[src/rtl/insn_decode_queue.sv]
// Buffered instruction decode stage: a DEPTH-word FIFO of tagged 64-bit words that
// presents one decoded half-instruction per output handshake (left half, then right half).
module insn_decode_queue #(
  parameter int DEPTH  = 2,
  parameter int ADDR_W = 20
) (
  input  logic                     clk,
  input  logic                     reset_n,
  input  logic                     in_valid,
  output logic                     in_ready,
  input  logic [63:0]              in_word,
  input  logic                     in_pe,
  input  logic                     flush,
  input  logic                     flush_tkk,
  output logic                     out_valid,
  input  logic                     out_ready,
  output logic                     out_tkk,
  output logic                     out_pe,
  output logic [3:0]               ir,
  output logic                     ir15,
  output logic [7:0]               op,
  output logic                     extop,
  output logic [ADDR_W-1:0]        addr,
  output logic [$clog2(DEPTH):0]   count
);

  localparam int AW = $clog2(DEPTH);
  localparam int CW = AW + 1;
  localparam logic [CW-1:0] FULL_CNT = CW'(DEPTH);

  logic [64:0]    mem_q [DEPTH];
  logic [AW-1:0]  wr_ptr_q, wr_ptr_d;
  logic [AW-1:0]  rd_ptr_q, rd_ptr_d;
  logic [CW-1:0]  count_q, count_d;
  logic           half_q, half_d;
  logic           pend_q, pend_d;

  logic push, hs, pop, empty, full;

  // Fullness comes only from registered count, so out_ready never reaches in_ready.
  assign empty     = (count_q == '0);
  assign full      = (count_q == FULL_CNT);
  assign in_ready  = !full && !flush;
  assign out_valid = !empty;
  assign push      = in_valid && in_ready;
  assign hs        = out_valid && out_ready;
  assign pop       = hs && half_q;
  assign count     = count_q;

  always_comb begin
    wr_ptr_d = wr_ptr_q;
    rd_ptr_d = rd_ptr_q;
    count_d  = count_q;
    half_d   = half_q;
    pend_d   = pend_q;
    if (flush) begin
      rd_ptr_d = wr_ptr_q;
      count_d  = '0;
      half_d   = 1'b0;
      pend_d   = flush_tkk;
    end else begin
      if (push) wr_ptr_d = wr_ptr_q + AW'(1);
      if (pop)  rd_ptr_d = rd_ptr_q + AW'(1);
      if (push && !pop)      count_d = count_q + CW'(1);
      else if (!push && pop) count_d = count_q - CW'(1);
      if (hs) half_d = !half_q;
      // A restart-at-right request applies to the first word written after the flush.
      if (push && pend_q) begin
        half_d = 1'b1;
        pend_d = 1'b0;
      end
    end
  end

  always_ff @(posedge clk or negedge reset_n) begin
    if (!reset_n) begin
      wr_ptr_q <= '0;
      rd_ptr_q <= '0;
      count_q  <= '0;
      half_q   <= 1'b0;
      pend_q   <= 1'b0;
    end else begin
      wr_ptr_q <= wr_ptr_d;
      rd_ptr_q <= rd_ptr_d;
      count_q  <= count_d;
      half_q   <= half_d;
      pend_q   <= pend_d;
    end
  end

  always_ff @(posedge clk) begin
    if (push) mem_q[wr_ptr_q] <= {in_word, in_pe};
  end

  logic [64:0] head;
  logic [64:1] dc;
  logic        pe;
  logic [3:0]  ir_v;
  logic [7:0]  bop, xop;
  logic [19:0] a20;

  // Bits are numbered 64..1 to match the instruction-set documentation.
  always_comb begin
    head = mem_q[rd_ptr_q];
    dc   = head[64:1];
    pe   = head[0];
    ir_v = '0;
    bop  = '0;
    a20  = '0;
    if (!pe) begin
      ir_v = half_q ? dc[32:29] : dc[64:61];
      bop  = half_q ? dc[28:21] : dc[60:53];
      a20  = half_q ? dc[20:1]  : dc[52:33];
    end else if (!half_q) begin
      ir_v = {dc[64], dc[59:57]};
      if (dc[56]) begin
        bop = {dc[56:52], 3'b000};
        a20 = {5'd0, dc[51:37]};
      end else begin
        bop = dc[56:49];
        a20 = {5'd0, {3{dc[55]}}, dc[48:37]};
      end
    end else begin
      ir_v = dc[36:33];
      if (dc[32]) begin
        bop = {dc[32:28], 3'b000};
        a20 = {5'd0, dc[27:13]};
      end else begin
        bop = dc[32:25];
        a20 = {5'd0, {3{dc[31]}}, dc[24:13]};
      end
    end
    xop = half_q ? dc[20:13] : dc[52:45];
  end

  assign out_tkk = half_q;
  assign out_pe  = pe;
  assign ir      = ir_v;
  assign ir15    = (ir_v == 4'hF);
  assign extop   = !pe && (bop == 8'h3F);
  assign op      = extop ? xop : bop;
  assign addr    = ADDR_W'(a20);

endmodule

[config.mk]
export PLATFORM = sky130hd
export DESIGN_NAME = insn_decode_queue
export DESIGN_NICKNAME = d
export VERILOG_FILES = /design/src/rtl/insn_decode_queue.sv
export SDC_FILE = /design/constraint.sdc
export NUM_CORES = 1
export LEC_CHECK = 0
export ABC_CLOCK_PERIOD_IN_PS = 4900
export BUFFER_PORTS_ARGS = -buffer_cell sky130_fd_sc_hd__buf_2
export CORE_UTILIZATION = 58
export CTS_BUF_LIST = sky130_fd_sc_hd__clkbuf_2
export DETAILED_ROUTE_END_ITERATION = 16
export GPL_TIMING_DRIVEN = 0
export PLACE_DENSITY = 0.83
export SLEW_MARGIN = 30
export SYNTH_ARGS = -nofsm -noshare
export SYNTH_HDL_FRONTEND = slang
export SYNTH_SLANG_ARGS = --single-unit
[constraint.sdc]
create_clock -name clk -period 4.9 [get_ports clk]
set_input_delay 0.49 -clock clk [delete_from_list [all_inputs] [get_ports clk]]
set_output_delay 0.49 -clock clk [all_outputs]
set_load 0.1 [all_outputs]
# --- Word-level counts from Yosys, hierarchy flattened ---
# Memories as Yosys holds them, arrays and structs flattened.
# Cells that the tools add are included.
# Widths: inputs -> output; s select.
classes:
  add_sub_neg: 4
  eq_ne: 3
  n_mux: 27
  bitwise: 1
  n_reduce_logical: 21
ops:
  columns: ["cell", "n"]
  rows:
  - ["$mux 20", 3]
  - ["$mux 8", 7]
  - ["$mux 15", 2]
  - ["$mux 4", 3]
  - ["$mux 1", 9]
  - ["$eq 8x6->1 const B", 1]
  - ["$logic_and 1x1->1", 8]
  - ["$logic_not 1->1", 7]
  - ["$mux 2", 3]
  - ["$reduce_bool 3->1", 2]
  - ["$eq 4x4->1 const B", 1]
  - ["$reduce_bool 2->1", 2]
  - ["$add 1x1->1 const B", 2]
  - ["$add 2x1->2 const B", 1]
  - ["$eq 2x2->1 const B", 1]
  - ["$logic_not 2->1", 1]
  - ["$reduce_and 2->1", 1]
  - ["$sub 2x1->2 const B", 1]
  - ["$not 1->1", 1]
word_totals:
  register_bits: 6
  ramBits: 130
  out_inout_bits: 40
  elab_cells: 62
  n_memories: 1
mem_list:
  columns: ["name", "depth", "word_bits", "read_ports", "rd_ports_with_merged_regs", "write_ports", "line_no", "rtl"]
  rows:
  - ["mem_q", 2, 65, 1, 0, 1, "31", "logic [64:0] mem_q [DEPTH];"]

# --- Longest topological paths before layout ---
depth:
  ltp_word: 9
  depth_mapped: 11
  depth_no_buf: 8

# --- Worst setup path after synthesis ---
# No wires, ideal clock.
synth_timing:
  kind: "reg-to-reg"
  startpoint: "register count_q[0], in the netlist count[0]"
  endpoint: "memory mem_q[0][0] (enable)"
  setup_ns: 0.489
  arrival_time_ns: 5.637
  required_time_ns: 4.411
  path_slack_ns: -1.226
  stages_incl_launch_ff: 5
  path_buffers: 0
  cell_sequence: "dfrtp_1 > nor2b_1 > nor2_1 > nand2_1 > nor2_1"
synth_between:
  elab_chain_len: 6
synth_rtl:
  columns: ["item", "line_no", "rtl"]
  rows:
  - ["from (decl)", "34", "logic [CW-1:0] count_q, count_d;"]
  - ["from (signal assigned)", "85", "count_q <= count_d;"]
  - ["$eq 2x2->1", "42", "assign full = (count_q == FULL_CNT);"]
  - ["$logic_not 1->1", "43", "assign in_ready = !full && !flush;"]
  - ["$logic_and 1x1->1", "43", null]
  - ["named net in_ready", "10", "output logic in_ready,"]
  - ["$logic_and 1x1->1", "45", "assign push = in_valid && in_ready;"]
  - ["$mux 1", "92", "if (push) mem_q[wr_ptr_q] <= {in_word, in_pe};"]
  - ["$mux 1 (not written as such)", "92", null]
  - ["to (decl)", "31", null]
# The timed path passes the listed nets, and every way through them passes these cells.

# --- Worst setup path after layout ---
layout_timing:
  startpoint: "register rd_ptr_q"
  endpoint: "output port addr[12]"
layout_between:
  elab_chain_len: 4
  word_cells_on_any_way: 6
  cone_classes: "mux (5); memory (1)"
layout_rtl:
  columns: ["item", "line_no", "rtl"]
  rows:
  - ["from (decl)", "33", "logic [AW-1:0] rd_ptr_q, rd_ptr_d;"]
  - ["from (signal assigned)", "84", "rd_ptr_q <= rd_ptr_d;"]
  - ["$mem_v2 2x65 *", null, null]
  - ["$mux 15 (on tied branches)", "116, 125", null]
  - ["$mux 20", "114", "end else if (!half_q) begin"]
  - ["$mux 20 *", "110", "if (!pe) begin"]
  - ["to (decl)", "23", "output logic [ADDR_W-1:0] addr,"]
# Mark *: on every way between the ends. The rest lies on a longest branch, timed or not.

==> results.json <==
{
  "grt_max_degree": 34,
  "ys_seq_area_frac": 0.6394,
  "fin_area_um2": 8065,
  "drtIter0Drc": 516,
  "via_count": 4453,
  "crit_chain": "buf_6 > buf_6 > buf_4 > mux2_2 > o311ai_0 > a311oi_1 > nor2_1 > buf_2",
  "period_needed_ps": 4202,
  "irDropWorstVdd_v": 0.0006344,
  "yosys_warnings": 0,
  "numClockSinks": 136,
  "clock.fmax_ghz": 0.2380,
  "setup_viol": 0,
  "grt_usage": 0.3098,
  "crit_top_cell": "buf_6",
  "leakage_uw": 0.002948,
  "cts_tree": "built",
  "end_kind": "primary output",
  "maxCapViolCount": 0,
  "gp_congestion": 0.9101,
  "hpwlAfterDp_mm": 10.67,
  "syn_area_um2": 6340,
  "reg2regPathDepth": 6,
  "grt_antenna_before_repair": 0,
  "io_pins": 111,
  "power.switching_uw": 2369,
  "route.detailed.drc": 0,
  "clockRootBuffer": "clkbuf_2",
  "pwr-share-comb": 0.550,
  "syn_to_final_growth_pct": 27.22,
  "synth_nets": 441,
  "htree_num_levels": 4,
  "rows": 37,
  "power_density_nw_per_um2": 584.5,
  "start_util": 0.6060,
  "pwr-share-clk": 0.136,
  "synth_cells": 370,
  "fp.dieW_um": 106.6,
  "diodes": 0,
  "period_share": 0.8576,
  "holdCritPathClass": "primary input to async pin",
  "slew_headroom": 0.4032,
  "synth_top_area_cell": "edfxtp_1",
  "fin_nets": 642,
  "hold_buffers": 68,
  "swShare": 0.5025,
  "grt_pass1_vias": 4522,
  "wirelength_mm": 16.31,
  "hold_viol_final": 0,
  "max_stage_delay_ps": 780,
  "finalSetupTns_ps": 0,
  "synthFlopType": "edfxtp_1",
  "worst_ep_arrival_time_ps": 3710,
  "cts.reportedPaths.clkPinSlew_ps": 190,
  "synth_edf_count": 130,
  "outcome": "finished, final reports clean",
  "rsz0062_at_grt": "no",
  "final_antenna_net_count": 0,
  "die_h_um": 106.6,
  "avgSynthCellArea_um2": 17.13,
  "worst_pin_slew_ps": 884.1,
  "post_cts_buffers": 0,
  "crit_fanout": 10,
  "critical-path-top-delay-family": "buffers and inverters",
  "synth-seq-cells": 136,
  "internal_power_uw": 2345,
  "post_drt_wl_per_cell_um": 22.68,
  "slew_violations": 0,
  "synthArstFlopShare": 0.04412,
  "sequentialPowerShare": 0.315,
  "dr.pass1.iters": 5,
  "io_buffers": 110,
  "grt.overflow.total": 0,
  "vias_per_cell": 6.193,
  "synth_top_cell_area_share": 0.6157,
  "cts_max_path_buffers": 2,
  "numCtsBuffers": 17,
  "synth_cell_types": 55,
  "die_area_um2": 11350,
  "fillers": 610,
  "slowest_stage": "o311ai_0",
  "worstPathRequired_ps": 4410,
  "cts_resized": 0,
  "clock_skew_ps": 19.77,
  "cp_num_cells": 8,
  "drive_gt1_frac": 0.3739,
  "place_area_um2": 7163,
  "grt_pass1_wl_mm": 24.70,
  "synth_area_leaders": "edfxtp_1, mux4_2, nor2_1",
  "path_buf_inv": 4,
  "coreArea_um2": 10460,
  "path_class": "flop to primary output",
  "start_kind": "flop",
  "clock_insertion_delay_worst_skew_ps": 680
}
[per-layer routing]
layer,GRT usage,share of wire,wire (um)
met2,0.5301,0.51,8379
met5,0,0,0
met1,0.3878,0.36,5871
met4,0.1076,0.028,455
met3,0.07664,0.098,1601
[cell families after synthesis]
group	after synthesis	synth area share
AO/OA/AOI/OAI	32	0.03868
buffers and inverters	26	0.03256
AND/OR/NAND/NOR	104	0.07658
multiplexers	67	0.2058
XOR/XNOR	5	0.006909
flip-flops	136	0.6394
[path summary, 6_finish.rpt]
| path | start | to | slack, ps |
|---|---|---|---|
| min | reset_n | out_tkk | 130 |
| max reg2reg | count[1] | mem_q[0][44] | 2660 |
| min in group clk | flush_tkk | pend_q | 140 |
| min reg2reg | pend_q | out_tkk | 580 |
| max in group asynchronous | reset_n | rd_ptr_q | 4620 |
| max | rd_ptr_q | addr[12] | 700 |
[stage by stage]
| step | util | instances | hold WS [ps] | worst slack (ps) | total power (uW) |
|---|---|---|---|---|---|
| after global placement | 0.6756 | 616 | 317.6 | 1189 | 3969 |
| after detailed placement | 0.6846 | 620 | 321.9 | 1592 | 4018 |
| final | 0.7709 | 719 | 125.6 | 697.9 | 4714 |
| after global routing | 0.7709 | 719 | 80.64 | 528.7 | 4866 |
| after CTS | 0.7709 | 719 | 68.76 | 792.4 | 4684 |
| after floorplan | - | 370 | 194.4 | 221.8 | 3534 |
[flip-flops by register name (all words and copies together) (netlist names)]
name / flops
wr_ptr_q: 1
mem_q: 130
rd_ptr_q: 1
count: 2
pend_q: 1
out_tkk: 1
[layout by cell type (no fill, tap or decap), types with 3 or more instances in the layout]
cell type        n
a21oi_1          3
a31oi_2          3
buf_12           3
buf_2          114
buf_6            4
clkbuf_1         5
clkbuf_2        19
clkinv_1         4
clkinv_4         3
clkinvlp_4       4
dfrtp_1          6
dlygate4sd3_1   68
edfxtp_1       130
inv_1            3
mux2_2           5
mux2i_1         13
mux4_1           6
mux4_2          41
nand2_1         21
nand3_1         10
nor2_1          51
nor2b_1          5
o21a_1           3
o21ai_0          6
o32ai_1          3
xnor2_1          3
[cell type report]
class / count / area [um^2] / share of cell area
Inverter: 4 / 20.02 / 0.002482
Buffer: 22 / 186.4 / 0.02312
Clock inverter: 13 / 131.4 / 0.01629
Clock buffer: 18 / 90.09 / 0.01117
Tap cell: 136 / 170.2 / 0.02110
Multi-Input combinational cell: 208 / 2092 / 0.2594
Sequential cell: 136 / 4054 / 0.5026
Timing Repair Buffer: 182 / 1321 / 0.1638
[worst register-to-register path: cells and delay by family (launching register included)]
family	cells	cell delay [ps]
DFF	1	450
buffers and inverters	2	430
and+or+nand+nor	4	1090
[Yosys cell counts, types with 2 or more instances]
cell type,number
a21oi_1,3
buf_12,2
inv_1,3
o22a_1,2
clkbuf_8,2
nand3_1,10
buf_6,4
o31a_1,2
o32ai_1,3
mux4_1,6
nor2b_1,5
nor3b_1,2
o41ai_1,2
edfxtp_1,130
o21a_1,3
o21ai_0,7
mux2_2,5
buf_1,2
nor2_1,52
mux2i_1,13
xnor2_1,3
clkbuf_1,5
mux4_2,41
nand2_1,21
xor2_1,2
buf_2,4
a31oi_2,3
dfrtp_1,6
[power groups by stage]
stage	Clock (uW)	Sequential [uW]	Combinational (uW)
after floorplan	0	1510	2020
after global placement	0	1510	2460
after detailed placement	0	1500	2510
after CTS	642	1480	2560
after global routing	688	1490	2690
final	640	1480	2590
No activity file was read; power rests on OpenSTA's default activity.
